$ cat src/rtl/stream_packer_pkg.sv
// Shared constants and helpers for the narrow-to-wide stream packer.
package stream_packer_pkg;

    localparam int unsigned MIN_RATIO = 2;
    localparam int unsigned MAX_RATIO = 64;

    // Fill count to slot mask, (1<<n)-1 saturating at all ones for the given ratio.
    function automatic logic [MAX_RATIO-1:0] keep_mask(input int unsigned n, input int unsigned ratio);
        logic [MAX_RATIO-1:0] m;
        m = '0;
        for (int unsigned i = 0; i < MAX_RATIO; i++) begin
            m[i] = (i < n) && (i < ratio);
        end
        return m;
    endfunction

endpackage

$ cat src/rtl/stream_packer.sv
// Width up-converter: packs RATIO narrow words into one wide word with a per-slot keep mask.
module stream_packer
    import stream_packer_pkg::*;
#(
    parameter int unsigned DATA_WIDTH = 8,
    parameter int unsigned RATIO      = 4,
    localparam int unsigned LB_RATIO  = $clog2(RATIO)
) (
    input  logic                        clk,
    input  logic                        rstn,
    input  logic [DATA_WIDTH-1:0]       in_data,
    input  logic                        in_valid,
    output logic                        in_ready,
    input  logic                        flush,
    input  logic                        clear,
    output logic [DATA_WIDTH*RATIO-1:0] out_data,
    output logic [RATIO-1:0]            out_keep,
    output logic                        out_valid,
    input  logic                        out_ready,
    output logic [LB_RATIO:0]           fill
);

    localparam int unsigned   FW        = LB_RATIO + 1;
    localparam int unsigned   OW        = DATA_WIDTH * RATIO;
    localparam logic [FW-1:0] FILL_FULL = FW'(RATIO);
    localparam logic [FW-1:0] FILL_ONE  = FW'(1);

    if (RATIO < MIN_RATIO || RATIO > MAX_RATIO) begin : g_ratio_chk
        $error("stream_packer: RATIO outside supported range");
    end

    logic [RATIO-1:0][DATA_WIDTH-1:0] acc_r, acc_nxt;
    logic [FW-1:0]                    fill_r, fill_nxt;
    logic [OW-1:0]                    out_data_r, out_data_nxt;
    logic [RATIO-1:0]                 out_keep_r, out_keep_nxt;
    logic                             out_valid_r, out_valid_nxt;
    logic                             flush_pend_r, flush_pend_nxt;

    logic                             slot_free;
    logic                             out_exec;
    logic                             in_exec;
    logic                             xfer;
    logic [FW-1:0]                    wr_idx;
    logic [RATIO-1:0]                 keep_c;

    // Ready depends on registered state only, never on out_ready.
    assign in_ready  = !flush_pend_r &&
                       ((fill_r < FILL_FULL) || (fill_r == FILL_FULL && !out_valid_r));
    assign slot_free = !out_valid_r || out_ready;
    assign out_exec  = out_valid_r && out_ready;
    assign in_exec   = in_valid && in_ready;
    assign xfer      = slot_free &&
                       ((fill_r == FILL_FULL) || (flush_pend_r && fill_r != '0));
    assign wr_idx    = xfer ? '0 : fill_r;
    assign keep_c    = RATIO'(keep_mask(32'(fill_r), RATIO));

    // Next-state logic; clear overrides every other event.
    always_comb begin
        acc_nxt        = acc_r;
        fill_nxt       = fill_r;
        out_data_nxt   = out_data_r;
        out_keep_nxt   = out_keep_r;
        out_valid_nxt  = out_valid_r;
        flush_pend_nxt = flush_pend_r;

        if (clear) begin
            acc_nxt        = '0;
            fill_nxt       = '0;
            out_data_nxt   = '0;
            out_keep_nxt   = '0;
            out_valid_nxt  = 1'b0;
            flush_pend_nxt = 1'b0;
        end else begin
            if (xfer) begin
                out_valid_nxt = 1'b1;
                out_keep_nxt  = keep_c;
                for (int unsigned i = 0; i < RATIO; i++) begin
                    out_data_nxt[i*DATA_WIDTH +: DATA_WIDTH] = keep_c[i] ? acc_r[i] : '0;
                end
                fill_nxt = in_exec ? FILL_ONE : '0;
            end else begin
                if (out_exec) begin
                    out_valid_nxt = 1'b0;
                end
                if (in_exec) begin
                    fill_nxt = fill_r + FILL_ONE;
                end
            end

            if (in_exec) begin
                for (int unsigned i = 0; i < RATIO; i++) begin
                    if (wr_idx == FW'(i)) begin
                        acc_nxt[i] = in_data;
                    end
                end
            end

            // An empty accumulator retires a pending flush without emitting anything.
            if (flush_pend_r) begin
                if (xfer || fill_r == '0) begin
                    flush_pend_nxt = 1'b0;
                end
            end else if (flush) begin
                flush_pend_nxt = 1'b1;
            end
        end
    end

    always_ff @(posedge clk or negedge rstn) begin
        if (!rstn) begin
            acc_r        <= '0;
            fill_r       <= '0;
            out_data_r   <= '0;
            out_keep_r   <= '0;
            out_valid_r  <= 1'b0;
            flush_pend_r <= 1'b0;
        end else begin
            acc_r        <= acc_nxt;
            fill_r       <= fill_nxt;
            out_data_r   <= out_data_nxt;
            out_keep_r   <= out_keep_nxt;
            out_valid_r  <= out_valid_nxt;
            flush_pend_r <= flush_pend_nxt;
        end
    end

    assign out_data  = out_data_r;
    assign out_keep  = out_keep_r;
    assign out_valid = out_valid_r;
    assign fill      = fill_r;

endmodule
$ cat config.mk
export PLATFORM = sky130hd
export DESIGN_NAME = stream_packer
export DESIGN_NICKNAME = d
export VERILOG_FILES = /design/src/rtl/stream_packer_pkg.sv /design/src/rtl/stream_packer.sv
export SDC_FILE = /design/constraint.sdc
export NUM_CORES = 1
export LEC_CHECK = 0
export CELL_PAD_IN_SITES_DETAIL_PLACEMENT = 1
export CELL_PAD_IN_SITES_GLOBAL_PLACEMENT = 2
export CORE_UTILIZATION = 34
export CTS_CLUSTER_SIZE = 10
export DETAILED_ROUTE_END_ITERATION = 10
export GPL_ROUTABILITY_DRIVEN = 0
export PLACE_DENSITY = 0.8
export SLEW_MARGIN = 20
export SYNTH_ARGS = -nofsm -noshare
export SYNTH_HDL_FRONTEND = slang
export SYNTH_SLANG_ARGS = --single-unit
$ cat constraint.sdc
create_clock -name clk -period 3.1 [get_ports clk]
set_input_delay 0.465 -clock clk [delete_from_list [all_inputs] [get_ports clk]]
set_output_delay 0.465 -clock clk [all_outputs]
set_load 0.03 [all_outputs]
Yosys cells after proc, flatten, opt, wreduce, memory -nomap -nowiden. Cells that the tools add are included.

$add $sub $neg: 1. Multiply operators: 0. Div/mod/pow operators: 0. $lt $le $gt $ge: 5. Eq/ne operators: 4. Shift-type cells: 0. Mux-type cells: 26. Bitwise logic cells: 0. Reductions and logical operators: 27.

Operator list (number): 32-bit two-way mux (4); 8-bit two-way mux (8); 3-bit two-way mux (4); 2-bit nonzero test (6); 3-bit nonzero test (3); 1-bit two-way mux (8); 4-bit two-way mux (2); 2-bit AND reduction (4); 3-bit by 2-bit == test with 1-bit output (second input constant) (2); 1-bit logical AND (6); 3-bit logical NOT (2); 1-bit by 3-bit < comparator with 1-bit output (first input constant) (2); 2-bit by 3-bit < comparator with 1-bit output (first input constant) (2); 1-bit logical OR (4); 3-bit by 1-bit adder with 3-bit output (second input constant) (1); 3-bit by 1-bit == test with 1-bit output (second input constant) (1); 3-bit == test (second input constant) (1); 3-bit < comparator (second input constant) (1); 1-bit logical NOT (2).

Register bits: 73. Latch bits: 0. Memory bits (writable): 0. ROM bits: 0. Input port bits: 14. Output and inout port bits: 41. Word-level logic and storage cells: 72. Memories kept: 0.

Longest topological paths before layout. Gate-level depths: netlist (run 1).

Depth after elaboration: 9. Mapped depth: 9. Depth with buffers taken out: 5.

Least setup slack after synthesis (run 1). OpenSTA, ideal clock, no wires.

Path kind: reg2reg. Start: reg fill_r[1], in the netlist fill[1]. End: reg out_data_r[7], in the netlist out_data[7]. Setup time: 0.125 ns. Arrival: 2.427 ns. Required time: 2.975 ns. Setup slack: 0.548 ns. Cell stages (with the launch flop): 9. Path buffers: 3. Period minus slack after synthesis: 2.552 ns. Cells stage by stage: dfrtp_1 -> buf_2 -> clkbuf_1 -> clkinv_1 -> ha_1 -> nand2b_1 -> a211o_1 -> buf_4 -> mux2_4.

Cells in the longest elaborated chain, start to end: 5. Elaborated cells on any way between the ends: 10. Those cells by class: order compare (1); eq/ne (1); mux (3); reduce/logical (5).

Ends and longest elaborated chain: from (decl) (line stream_packer.sv:33) `logic [FW-1:0] fill_r, fill_nxt;`; from (signal assigned) (line stream_packer.sv:119) `fill_r <= fill_nxt;`; parallel branches: the longest is 5 deep, another holds 1-bit by 3-bit < comparator with 1-bit output; to (signal assigned) (line stream_packer.sv:120) `out_data_r <= out_data_nxt;`; to (decl) (line stream_packer.sv:34) `logic [OW-1:0] out_data_r, out_data_nxt;`.

Parallel ways; which one is timed is not known. The select of a mux whose other input is x is not followed. A chain may end at the register's enable or synchronous reset.

Final worst setup path (run 1).
Start: reg fill_r[0], in the netlist fill[0]. End: out in_ready.

Cells in the longest elaborated chain, start to end: 4. Elaborated cells on any way between the ends: 5. Those cells by class: order compare (1); eq/ne (1); reduce/logical (3).

Ends and longest elaborated chain: parallel branches: the longest is 2 deep, another holds 3-bit < comparator; 1-bit logical OR (*) (line stream_packer.sv:48) `((fill_r < FILL_FULL) || (fill_r == FILL_FULL && !out_valid_r));`; 1-bit logical AND (*) (line stream_packer.sv:47) `assign in_ready = !flush_pend_r &&`; to (decl) (line stream_packer.sv:13) `output logic in_ready,`.

Mark *: on every way between the ends.

==> flow_metrics.tcl, run 1 <==
set metrics [dict create \
    synth_cell_types 39 \
    grt_max_degree 40 \
    layout_commonest_cell "dfrtp_1" \
    n_antenna_cell 0 \
    dpl.hpwl_um 5950 \
    post-cts-setup-buffers 0 \
    synth_fp_nets 365 \
    grt_pass1_wl_um 15000 \
    async_reset_ff_frac 1.00 \
    slew_headroom 0.423 \
    start_util 0.353 \
    num_rows 36 \
    netlist_area_um2 3460 \
    grt_setup_unrepaired "false" \
    drv_slew 0 \
    die-area_um2 10600 \
    timing.final.crit_share 0.839 \
    drt-initial-drc-count 102 \
    yosys_warnings 0 \
    clock_sinks 73 \
    p_per_area_nw_per_um2 470 \
    final_cell_mix "dfrtp_1, clkdlybuf4s50_1, nand2_1" \
    tightestPinTransition_ns 0.866 \
    area_delta_synth_final_pct 24.7 \
    overflow 0 \
    finalClockSkew_ns 0.00712 \
    critPathMaxFanout 16 \
    wire_per_inst_um 17.2 \
    status "completed" \
    dp.cells 514 \
    antenna_found_initial 0 \
    wl_um 9120 \
    synth-seq-cells 73 \
    final_antenna_net_count 0 \
    fp.coreArea_um2 9820 \
    fmax_mhz 384 \
    die_h_um 103 \
    whs_ns 0.217 \
    required_ns 2.63 \
    cap_violations 0 \
    vias 2716 \
    fillers 1143 \
    ys_seq_area_frac 0.527 \
    die_w_um 103 \
    fin_area_um2 4320 \
    via_per_inst 5.12 \
    syn_inst 349 \
    cts_buffer_depth 2 \
    htree_levels 3 \
    period_needed_ns 2.60 \
    syn_area_per_cell_um2 9.92 \
    place_ws_ns 0.662 \
    first_pass_iters 4 \
    io_pins 55 \
    cp.arrival_ns 2.14 \
    route.detailed.drc 0 \
    grt.total_usage 0.191 \
    clk_pin_slew_ns 0.08 \
    synth_edf_count 0 \
    drive_above_1_share 0.0806 \
    clkLatencyLatePin_ns 0.36 \
    synth_ff_type "dfrtp_1" \
    power_mw 2.03 \
    p_leak_nw 1.86 \
    hold_buffers 0 \
    port_buffers 54 \
    hold_class "in -> async" \
    cts_inserted_buffers 9 \
    place_area_um2 4100 \
    vdd_drop_max_uv 206 \
    setup_viol 0 \
    layout_setup_ws_ns 0.498 \
    worstSetupEndpointType "output port" \
    cts-resized-gates 0 \
    grt_pass1_vias 2771 \
    startpoint_type "flip-flop" \
    cts_tree "built" \
    final_util 0.440 \
    instances_no_fill 530 \
    nets 408 \
    critPathKind "reg -> out" \
    hold_violations 0 \
    cts-root-buf "clkbuf_8" \
    setup_tns_ns 0 \
]
where the power goes:
part	switching (mW)	total [mW]	internal [mW]
sequential	0.0151	0.983	0.968
combinational	0.141	0.210	0.0688
clock	0.385	0.837	0.453
total	0.541	2.03	1.49
flip-flops by register name (all words and copies together), names as in the netlist:
name,count
out_keep,4
out_data,32
out_valid,1
flush_pend_r,1
acc_r,32
fill,3
layer usage:
metal / global-route usage / up-vias / wire (um)
li1: - / 1302 / -
met1: 0.269 / 1360 / 4580
met2: 0.290 / 42 / 4120
met3: 0.0332 / 12 / 239
met4: 0.0813 / 0 / 174
met5: 0 / - / 0
final cells by class:
type / instances / area, um2 / area share
multi-input cells: 243 / 1490 / 0.344
clock inverters: 7 / 93.8 / 0.0217
flip-flops and latches: 73 / 1830 / 0.423
inverters: 4 / 15.0 / 0.00348
clock buffers: 9 / 124 / 0.0287
well taps: 133 / 166 / 0.0385
repair buffers: 61 / 608 / 0.141
final timing paths:
| path | start | slack, ns | cells after the start | to |
|---|---|---|---|---|
| min | rstn | 0.22 | 1 | out_data[26] |
| max in group asynchronous | rstn | 2.18 | 2 | out_data[8] |
| max | fill[0] | 0.50 | 3 | in_ready |
| min in group clk | out_keep[3] | 0.52 | 1 | out_keep[3] |
| min reg2reg | out_keep[3] | 0.52 | 1 | out_keep[3] |
| max reg2reg | fill[0] | 0.66 | 6 | out_keep[3] |
cells in the mapped netlist (5+ instances only):
master    count  area [um2]
nand3_1      41         205
nand2b_1      6        37.5
clkbuf_1     16        60.1
dfrtp_1      73        1830
mux2_1        9         101
o21ai_0      33         165
nand2_1      42         158
nor3b_1       9        67.6
nor2b_1      14        87.6
a21oi_1      36         180
buf_1         5        18.8
mux2i_1      25         250
kinds of logic after synthesis:
family | Yosys count | synth area share
flip-flops | 73 | 0.527
adder cells (fa/ha/maj) | 2 | 0.00722
AO/OA/AOI/OAI | 81 | 0.130
AND/OR/NAND/NOR | 125 | 0.186
multiplexers | 35 | 0.106
buffers and inverters | 33 | 0.0437
critical path: stages (launching register included):
cell and delay, ns:
dfrtp_1 0.55, o31a_1 0.42, nor2_1 0.12, clkdlybuf4s50_1 0.69
No activity file was read; power rests on OpenSTA's default activity.
==> inputs of run 2 (changes only) <==
--- a/config.mk
+++ b/config.mk
@@ -7,11 +7,11 @@
 export LEC_CHECK = 0
 export CELL_PAD_IN_SITES_DETAIL_PLACEMENT = 1
 export CELL_PAD_IN_SITES_GLOBAL_PLACEMENT = 2
-export CORE_UTILIZATION = 34
+export CORE_UTILIZATION = 30
 export CTS_CLUSTER_SIZE = 10
 export DETAILED_ROUTE_END_ITERATION = 10
 export GPL_ROUTABILITY_DRIVEN = 0
-export PLACE_DENSITY = 0.8
+export PLACE_DENSITY = 0.75
 export SLEW_MARGIN = 20
 export SYNTH_ARGS = -nofsm -noshare
 export SYNTH_HDL_FRONTEND = slang
==> constraint.sdc (replaced) <==
create_clock -name clk -period 2.3 [get_ports clk]
set_input_delay 0.345 -clock clk [delete_from_list [all_inputs] [get_ports clk]]
set_output_delay 0.345 -clock clk [all_outputs]
set_load 0.03 [all_outputs]
==> run 2 against run 1 <==
Setup slack worse by 0.31 ns. Global-route usage is 2.6 points lower. Clock skew is 0.0020 ns lower. Register-to-register slack worse by 0.36 ns. Non-clock buffer count is 6 higher. Count of clock-buffer cells in the layout is 5 higher. Flip-flop and latch count stayed put. Hold slack worse by 0.20 ns. Critical path depth is 1 lower. Final area is 2.1% higher. Wire length is 1.5% lower. Via count is 0.96% lower. Largest power group unchanged.
==> flow_metrics.tcl, run 2 (synthesis gave the netlist of run 1 again) <==
set metrics [dict create \
    status "completed" \
    nets 414 \
    start_util 0.314 \
    post-cts-setup-buffers 0 \
    register_area_um2 1830 \
    cp.arrival_ns 1.77 \
    power_mw 2.88 \
    grt.total_usage 0.165 \
    final_cell_mix "dfrtp_1, clkdlybuf4s50_1, nand2_1" \
    area_delta_synth_final_pct 27.4 \
    setup_viol 0 \
    p_per_area_nw_per_um2 654 \
    drive_above_1_share 0.0873 \
    die_w_um 109 \
    die_h_um 109 \
    wire_per_inst_um 16.6 \
    grt_setup_unrepaired "false" \
    vias 2690 \
    timing.final.crit_share 0.919 \
    die-area_um2 12000 \
    instances_no_fill 541 \
    cts_buffer_depth 2 \
    grt_pass1_vias 2783 \
    cts_tree "built" \
    io_pins 55 \
    clk_pin_slew_ns 0.05 \
    hold_class "in -> async" \
    final_antenna_net_count 0 \
    critPathMaxFanout 10 \
    clkLatencyLatePin_ns 0.33 \
    overflow 0 \
    p_leak_nw 1.91 \
    layout_commonest_cell "dfrtp_1" \
    antenna_found_initial 0 \
    period_needed_ns 2.11 \
    rr_worst_depth 6 \
    grt_max_degree 74 \
    fillers 1262 \
    cts-root-buf "clkbuf_16" \
    worstSetupEndpointType "output port" \
    route.detailed.drc 0 \
    place_ws_ns 0.306 \
    whs_ns 0.0197 \
    tightestPinTransition_ns 0.669 \
    n_antenna_cell 0 \
    startpoint_type "flip-flop" \
    dp.cells 527 \
    port_buffers 54 \
    required_ns 1.96 \
    grt_pass1_wl_um 15000 \
    critPathKind "reg -> out" \
    finalClockSkew_ns 0.00510 \
    hold_violations 0 \
    vdd_drop_max_uv 290 \
    r2r_slack_ns 0.30 \
    htree_levels 3 \
    setup_tns_ns 0 \
    layout_setup_ws_ns 0.186 \
    first_pass_iters 4 \
    via_per_inst 4.97 \
    drt-initial-drc-count 77 \
    cts_inserted_buffers 9 \
    dpl.hpwl_um 6000 \
    num_rows 38 \
    slew_headroom 0.553 \
    wl_um 8980 \
    fmax_mhz 473 \
    drv_slew 0 \
    fp.coreArea_um2 11000 \
    clock_sinks 73 \
    multi_input_area_um2 1490 \
    cap_violations 0 \
    hold_buffers 0 \
]
[run 2: worst max-delay path, cell delays in order (launching register included)]
cell and delay, ns:
dfrtp_1 0.52, buf_4 0.23, clkdlybuf4s50_1 0.69
[run 2: area by class of cell]
type,count,share of cell area
timing repair buffer,67,0.146
tap,140,0.0397
clock buffer,14,0.0598
multi-input combinational,243,0.337
inverter,4,0.00369
sequential,73,0.414
[run 2: final timing paths]
| path | startpoint | end |
|---|---|---|
| worst min-delay path | rstn | out_data[26] |
| min in group clk | clear | acc_r[5] |
| worst min register to register | acc_r[12] | out_data[12] |
| max in group asynchronous | rstn | out_data[21] |
| worst max-delay path | fill[2] | fill[2] |
| worst max register to register | fill[1] | out_data[0] |
[run 2: metal layers]
layer  GRT usage  share of wire  vias to the layer above
li1            -              -                     1317
met1       0.230           0.50                     1318
met2       0.259           0.45                       47
met3      0.0302          0.037                        8
met4      0.0514          0.011                        0
met5           0              0                        -
[run 2: repair_timing]
item / in CTS / in global routing
hold endpoints to repair: 0 / 0
gates resized for setup: 0 / 1
setup endpoints to repair: 0 / 1
[run 2: where the power goes]
group / switching, mW / total [mW] / internal [mW]
clock network: 0.488 / 1.27 / 0.778
logic: 0.194 / 0.294 / 0.100
registers: 0.0168 / 1.32 / 1.31
total: 0.698 / 2.88 / 2.19
[run 2: per-stage QoR]
stage / area (um2) / util
2_1_floorplan: 3470 / -
3_3_place_gp: 4150 / 0.376
3_5_place_dp: 4150 / 0.376
4_1_cts: 4410 / 0.400
5_1_grt: 4410 / 0.400
6_report: 4410 / 0.400
==> inputs of run 3 (changes only) <==
--- a/config.mk
+++ b/config.mk
@@ -7,9 +7,11 @@
 export LEC_CHECK = 0
 export CELL_PAD_IN_SITES_DETAIL_PLACEMENT = 1
 export CELL_PAD_IN_SITES_GLOBAL_PLACEMENT = 2
-export CORE_UTILIZATION = 30
+export CORE_UTILIZATION = 36
+export CTS_CLUSTER_DIAMETER = 30
 export CTS_CLUSTER_SIZE = 10
 export DETAILED_ROUTE_END_ITERATION = 10
+export DONT_BUFFER_PORTS = 1
 export GPL_ROUTABILITY_DRIVEN = 0
 export PLACE_DENSITY = 0.75
 export SLEW_MARGIN = 20
==> run 3 against run 2 <==
First-iteration DRC count up 91%. Clock power shrank 9%. Critical endpoint is now in_ready. Combinational power decreased by 22%. Setup slack gained 0.075 ns. Fmax up 3.7%. Sequential power about the same.
==> flow_metrics.tcl, run 3 (synthesis gave the netlist of run 1 again) <==
set metrics [dict create \
    status "completed" \
    cap_violations 0 \
    hold_buffers 2 \
    critPathMaxFanout 19 \
    wl_um 8870 \
    final_antenna_net_count 0 \
    layout_commonest_cell "dfrtp_1" \
    required_ns 1.96 \
    clkLatencyLatePin_ns 0.35 \
    dp.cells 459 \
    route.detailed.drc 0 \
    critPathKind "reg -> out" \
    fin_area_um2 3830 \
    num_rows 35 \
    slowest_stage "dfrtp_2" \
    first_pass_iters 4 \
    port_buffers 0 \
    whs_ns 0.0521 \
    antenna_found_initial 0 \
    overflow 0 \
    drt-initial-drc-count 147 \
    hold_violations 0 \
    cp_common_cell "buf_4" \
    cts_tree "built" \
    clk_pin_slew_ns 0.08 \
    cts_inserted_buffers 9 \
    finalClockSkew_ns 0.00917 \
    drv_slew 0 \
    timing.final.crit_share 0.887 \
    drive_above_1_share 0.103 \
    vdd_drop_max_uv 231 \
    cpPeakStageDelay_ns 0.41 \
    place_area_um2 3570 \
    fillers 1086 \
    fp.coreArea_um2 9280 \
    crit_chain "buf_4 > o31a_1 > nor2_1 > buf_4" \
    dpl.hpwl_um 5520 \
    worstSetupEndpointType "output port" \
    setup_viol 0 \
    cp.arrival_ns 1.69 \
    via_per_inst 5.34 \
    post-cts-setup-buffers 0 \
    grt_pass1_vias 2601 \
    period_needed_ns 2.04 \
    clock_sinks 73 \
    grt_setup_unrepaired "false" \
    instances_no_fill 477 \
    p_leak_nw 1.70 \
    wire_per_inst_um 18.6 \
    die_w_um 100 \
    grt.total_usage 0.192 \
    nets 359 \
    cts-root-buf "clkbuf_8" \
    final_cell_mix "dfrtp_1, nand2_1, nand3_1" \
    io_pins 55 \
    final_util 0.413 \
    cts-resized-gates 0 \
    vias 2546 \
    hold_class "in -> reg" \
    setup_tns_ns 0 \
    cts_buffer_depth 2 \
    htree_levels 3 \
    grt_max_degree 74 \
    fmax_mhz 490 \
    startpoint_type "flip-flop" \
    grt_pass1_wl_um 14500 \
    area_delta_synth_final_pct 10.7 \
    p_per_area_nw_per_um2 708 \
    die-area_um2 10000 \
    slew_headroom 0.571 \
    start_util 0.373 \
    die_h_um 100 \
    tightestPinTransition_ns 0.643 \
    n_antenna_cell 0 \
]
-- run 3: cell types whose count changed in the layout (fill, tap and decap cells not counted), moves of 2 or more --
cell,delta
clkbuf_8,+9
bufinv_16,+2
buf_2,-2
clkbuf_16,-9
clkinv_2,+2
clkdlybuf4s50_1,-51
buf_4,-2
clkbuf_1,-3
-- run 3: area by class of cell --
cell class / count / area [um2] / area share
multi-input cells: 243 / 1490 / 0.388
clock buffers: 11 / 151 / 0.0395
repair buffers: 12 / 113 / 0.0294
flip-flops and latches: 73 / 1830 / 0.477
inverters: 4 / 16.3 / 0.00424
clock inverters: 5 / 77.6 / 0.0202
well taps: 129 / 161 / 0.0421
-- run 3: final timing paths --
kind	start	to	slack [ns]	cells past startpoint
setup / recovery	fill[1]	in_ready	0.26	4
hold / removal	clear	acc_r[30]	0.05	1
setup reg to reg	fill[0]	out_data[2]	0.27	6
hold reg to reg	acc_r[10]	out_data[10]	0.52	2
max in group asynchronous	rstn	fill[1]	1.43	2
min in group asynchronous	rstn	out_data[27]	0.54	2
-- run 3: through the flow --
stage | setup slack, ns | power, mW
after floorplan | 0.0508 | 1.51
after global placement | 0.325 | 1.55
after detailed placement | 0.279 | 1.55
after CTS | 0.228 | 2.76
after global routing | 0.141 | 2.83
final | 0.261 | 2.71
-- run 3: report_power, final --
part / internal, mW / total (mW) / switching, mW
Combinational: 0.0743 / 0.229 / 0.155
Clock: 0.667 / 1.16 / 0.494
Sequential: 1.30 / 1.32 / 0.0189
-- run 3: critical path: cells and delay by family (launching register included) --
family | cells | cell delay (ns)
buffers and inverters | 2 | 0.42
and+or+nand+nor | 1 | 0.16
DFF | 1 | 0.41
AOI/OAI and AO/OA | 1 | 0.35
-- run 3: layer usage --
metal  share of wire  wire length (um)  vias up  track usage
met1            0.47              4140     1281        0.255
met2            0.47              4170       48        0.295
met3           0.045               399       10       0.0620
li1                -                 -     1207            -
met5               0                 0        -            0
met4           0.017               155        0       0.0669
==> edit 1 (settings of run 2) <==
Make the reset (`rstn`) synchronous in one clocked block.
--- a/src/rtl/stream_packer.sv
+++ b/src/rtl/stream_packer.sv
@@ -106,7 +106,7 @@
         end
     end
 
-    always_ff @(posedge clk or negedge rstn) begin
+    always_ff @(posedge clk) begin
         if (!rstn) begin
             acc_r        <= '0;
             fill_r       <= '0;
Function: differs if rstn is asserted again (counterexample within 4 cycles, from zero or initial values and one cycle with rstn low); with rstn held inactive, the same outputs for 4 cycles.
==> edit 1 against run 2 <==
Sequential share of layout area is 3.7 points lower; routed wire length is 13% lower; sequential cell count stayed put; worst hold slack better by 440 ps; count of clock-buffer cells in the layout is 3 lower; area after synthesis is 15% lower; final area is 12% lower; setup slack worse by 50 ps; critical path type unchanged; critical endpoint is now in_ready.
Power is not compared: it rests on default switching activity, and its combinational part moved more than twofold at a synthesized area within 25%.
==> edit 1: results (changes against run 2) <==
| Metric | Value |
|---|---|
| Number of global-route vias before repair | 2580 (was 2783) |
| Synth cell count leaders | dfxtp_1, mux2i_1, nand2_1 (was dfrtp_1, nand2_1, nand3_1) |
| Latest clock arrival within the worst-skew pair | 340 ps |
| Post-synth top area share | 0.496 (was 0.527) |
| Ys async rst share | 0 (was 1.00) |
| Slew headroom | 0.675 (was 0.553) |
| Clock sink total | 73 (unchanged) |
| Root Driver | clkbuf_8 (was clkbuf_16) |
| CP Data Arrival Time | 1820 ps (was 1770 ps) |
| Pre-antenna DRT Iters | 4 (unchanged) |
| Clock slew at reported path FFs | 80 ps (was 50 ps) |
| Final Net Count | 377 (was 414) |
| Syn Nets | 324 (was 365) |
| Yosys warnings | 0 (unchanged) |
| Layout cells sized above 1 | 0.126 (was 0.0873) |
| Iter 0 DRT Violations | 47 (was 77) |
| Overall routing resource usage | 0.166 (was 0.165) |
| Antenna diodes | 0 (unchanged) |
| Synth unique cells | 37 (was 39) |
| Pleak | 1.46 nW |
| Max clock buf depth | 2 (unchanged) |
| Hold Path Class | reg -> reg (was in -> async) |
| Initial antenna violation count | 0 (unchanged) |
| #FFs+latches synth | 73 (unchanged) |
| Ys flop type | dfxtp_1 (was dfrtp_1) |
| VDD IR max | 0.248 mV |
| CTS Buf Count | 9 (unchanged) |
| Wirelength per Cell | 15.8 um (was 16.6 um) |
| DP Wirelength | 5410 um (was 6000 um) |
| Status | finished, final reports clean (unchanged) |
| Dominant cells by area after synthesis | dfxtp_1, mux2i_1, nand2_1 (was dfrtp_1, mux2i_1, nand3_1) |
| I/O Buffers | 54 (unchanged) |
| DR vias | 2351 (was 2690) |
| H-Tree Depth | 3 (unchanged) |
| First-pass GRT wire length | 13000 um (was 15000 um) |
| Register area share after synthesis | 0.496 (was 0.527) |
| Worst Path Max Fanout | 7 (was 10) |
| Clock skew | 9.84 ps (was 5.10 ps) |
| Pin count of the biggest net entering global routing | 59 (was 74) |
[edit 1: changes by cell type after synthesis, moves of 24 or more]
| cell | change |
|---|---|
| dfxtp_1 | +73 |
| dfrtp_1 | -73 |
| nand4_1 | +25 |
| nand3_1 | -32 |
| nor2_1 | +24 |
| a21oi_1 | -30 |
[edit 1: logic make-up (layout without fill, tap and decap cells)]
logic type | count (synthesis) | count (layout) | share of synthesized area
flip-flops | 73 | 73 | 0.496
buffers and inverters | 29 | 86 | 0.0513
multiplexers | 42 | 42 | 0.143
AO/OA/AOI/OAI | 42 | 42 | 0.0976
AND/OR/NAND/NOR | 120 | 120 | 0.205
adder cells (fa/ha/maj) | 2 | 2 | 0.00848
[edit 1: final timing paths]
kind / slack, ps / cells past startpoint / from / to
min reg2reg: 460 / 2 / acc_r[15] / out_data[15]
max: 140 / 3 / fill[0] / in_ready
max reg2reg: 330 / 6 / fill[1] / out_data[3]
min: 460 / 2 / acc_r[15] / out_data[15]
[edit 1: critical path: stages, from the launching register on]
cell and delay (ps):
dfxtp_1 400, nor3_2 270, o21ba_2 160, clkdlybuf4s50_1 650
[edit 1: metrics by stage]
step | setup WS, ps | util | std cells | instance area, um^2
2_1_floorplan | 299 | - | 308 | 2950
3_3_place_gp | 297 | 0.388 | 479 | 3640
3_5_place_dp | 201 | 0.388 | 479 | 3640
4_1_cts | 6.39 | 0.412 | 494 | 3860
5_1_grt | 47.0 | 0.413 | 494 | 3870
6_report | 135 | 0.413 | 494 | 3870
[edit 1: metal layers]
metal,global-route usage,share of wire,vias to the layer above
met4,0.0334,0.0031,0
met2,0.287,0.48,37
met5,0,0,-
li1,-,-,1182
met3,0.0462,0.026,2
met1,0.207,0.49,1130
[edit 1: report_power, final]
part           leakage, nW  switching (mW)  internal [mW]  total (mW)
sequential           0.589         0.00562           1.27        1.28
combinational        0.758          0.0807         0.0600       0.141
clock                0.112           0.478          0.666        1.14
[edit 1: repair_timing]
item / 4_1_cts / 5_1_grt
hold buffers: 0 / 0
buffers inserted: 0 / 0
endpoints found under the hold margin: 0 / 0
gates resized for setup: 0 / 1
endpoints found under the setup margin: 0 / 1
[edit 1: layout make-up]
class	count	area, um^2
Inverter	3	11.3
Clock buffer	11	151
Sequential cell	73	1460
Tap cell	129	161
Clock inverter	4	76.3
Multi-Input combinational cell	206	1350
Timing Repair Buffer	68	658
Fill cell	1106	5500
==> edit 2 (settings of run 2) <==
Made on the original files. `DATA_WIDTH`: 8 -> 12.
--- a/src/rtl/stream_packer.sv
+++ b/src/rtl/stream_packer.sv
@@ -2,7 +2,7 @@
 module stream_packer
     import stream_packer_pkg::*;
 #(
-    parameter int unsigned DATA_WIDTH = 8,
+    parameter int unsigned DATA_WIDTH = 12,
     parameter int unsigned RATIO      = 4,
     localparam int unsigned LB_RATIO  = $clog2(RATIO)
 ) (
Ports: changed (resized in_data and out_data); port bits go from 55 to 75. The function was not compared with the original's and may differ.
==> edit 2 against run 2 <==
Setup slack better by 32 ps; sequential share of layout area up 2.2 points; global-route usage up 0.91 points; routed wire length up 48%; worst hold slack better by 420 ps; power up 34%; largest cell class unchanged; count of clock-buffer cells in the layout down 4; critical path depth down 1; area after synthesis up 35%; largest power group unchanged; sequential cell count up 32; final area up 36%; non-clock buffer count up 32; via count up 35%.
==> edit 2: results (changes against run 2) <==
| Metric | Value |
|---|---|
| CTS Buf Count | 9 (unchanged) |
| H-Tree Depth | 3 (unchanged) |
| Number of global-route vias before repair | 3811 (was 2783) |
| Pre-antenna DRT Iters | 4 (unchanged) |
| Placement Cell Area | 5720 um^2 (was 4150 um^2) |
| First-pass GRT wire length | 21500 um (was 15000 um) |
| Slowest cell on crit path | clkdlybuf4s50_1 (unchanged) |
| Place WS | 135 ps (was 306 ps) |
| Max clock buf depth | 2 (unchanged) |
| Slew headroom | 0.653 (was 0.553) |
| CP Data Arrival Time | 1740 ps (was 1770 ps) |
| Ys async rst share | 1.00 (unchanged) |
| Wirelength per Cell | 18.1 um (was 16.6 um) |
| Iter 0 DRT Violations | 159 (was 77) |
| Placed cells | 714 (was 527) |
| VDD IR max | 0.331 mV (was 0.290 mV) |
| Latest clock arrival within the worst-skew pair | 350 ps (was 330 ps) |
| Hold path depth | 2 |
| Syn Inst Count | 446 (was 349) |
| Layout cells sized above 1 | 0.0885 (was 0.0873) |
| Dominant cells by area after synthesis | dfrtp_1, mux2i_1, nand2b_1 (was dfrtp_1, mux2i_1, nand3_1) |
| Clock skew | 8.64 ps (was 5.10 ps) |
| Initial antenna violation count | 0 (unchanged) |
| Overall routing resource usage | 0.174 (was 0.165) |
| Synth area leader | dfrtp_1 (unchanged) |
| Root Driver | clkbuf_16 (unchanged) |
| Clock slew at reported path FFs | 70 ps (was 50 ps) |
| Hold Path Class | in -> reg (was in -> async) |
| Ys flop type | dfrtp_1 (unchanged) |
| Antenna diodes | 0 (unchanged) |
| Worst Path Max Fanout | 12 (was 10) |
| Yosys warnings | 0 (unchanged) |
| Via-to-Cell Ratio | 4.95 (was 4.97) |
| I/O Buffers | 74 (was 54) |
| Register area share after synthesis | 0.560 (was 0.527) |
| DP Wirelength | 8880 um (was 6000 um) |
| Status | finished, final reports clean (unchanged) |
| Flop-to-flop setup slack | 330 ps (was 300 ps) |
| Fmax | 480 MHz (was 473 MHz) |
| Pin count of the biggest net entering global routing | 50 (was 74) |
| Synth cell count leaders | dfrtp_1, nand2b_1, mux2i_1 (was dfrtp_1, nand2_1, nand3_1) |
| Pleak | 2.64 nW (was 1.91 nW) |
| Critical path's largest stage delay | 760 ps (was 690 ps) |
| Synth unique cells | 30 (was 39) |
| Total wire length | 13300 um (was 8980 um) |
| Syn Nets | 466 (was 365) |
| CP top delay family | buffers and inverters (unchanged) |
| R2R cell count | 8 (was 6) |
| Final Net Count | 535 (was 414) |
## edit 2: cell type report
class,count,area (um^2)
tap,211,264
multi-input combinational,298,1880
sequential,105,2630
inverter,2,7.51
fill,1699,9240
timing repair buffer,99,947
clock inverter,6,58.8
clock buffer,10,229
## edit 2: logic make-up after synthesis
| kind of cell | after synthesis | share of synthesized area |
|---|---|---|
| xor+xnor | 1 | 0.00187 |
| mux | 49 | 0.105 |
| fa+ha+maj | 2 | 0.00533 |
| simple gates | 157 | 0.187 |
| flops | 105 | 0.560 |
| compound gates | 89 | 0.102 |
| buf+inv | 43 | 0.0387 |
## edit 2: what timing repair did
| action | 4_1_cts | 5_1_grt |
|---|---|---|
| setup buffers | 0 | 0 |
| hold endpoints to repair | 37 | 0 |
| resized for setup | 1 | 0 |
| endpoints found under the setup margin | 1 | 0 |
| hold buffers | 1 | 0 |
## edit 2: power by group
group | leakage (nW) | total, mW | internal (mW) | switching (mW)
Sequential | 1.46 | 1.91 | 1.88 | 0.0274
Clock | 0.146 | 1.52 | 0.839 | 0.684
Combinational | 1.04 | 0.424 | 0.155 | 0.269
## edit 2: routing by layer
| metal | track usage | vias up | wire length [um] |
|---|---|---|---|
| met3 | 0.0389 | 9 | 514 |
| li1 | - | 1700 | - |
| met5 | 0 | - | 0 |
| met2 | 0.261 | 73 | 5830 |
| met1 | 0.257 | 1839 | 6810 |
| met4 | 0.0378 | 0 | 102 |
## edit 2: path summary, 6_finish.rpt
kind | from | endpoint
setup / recovery | fill[2] | fill[2]
setup reg to reg | fill[0] | out_data[12]
hold reg to reg | acc_r[31] | acc_r[31]
max in group asynchronous | rstn | out_data[20]
hold / removal | clear | acc_r[37]
min in group asynchronous | rstn | acc_r[19]
## edit 2: stage by stage
step,utilization,hold slack [ps]
after global routing,0.394,452
after global placement,0.375,352
after detailed placement,0.375,360
after floorplan,-,49.4
after CTS,0.394,427
final,0.394,439
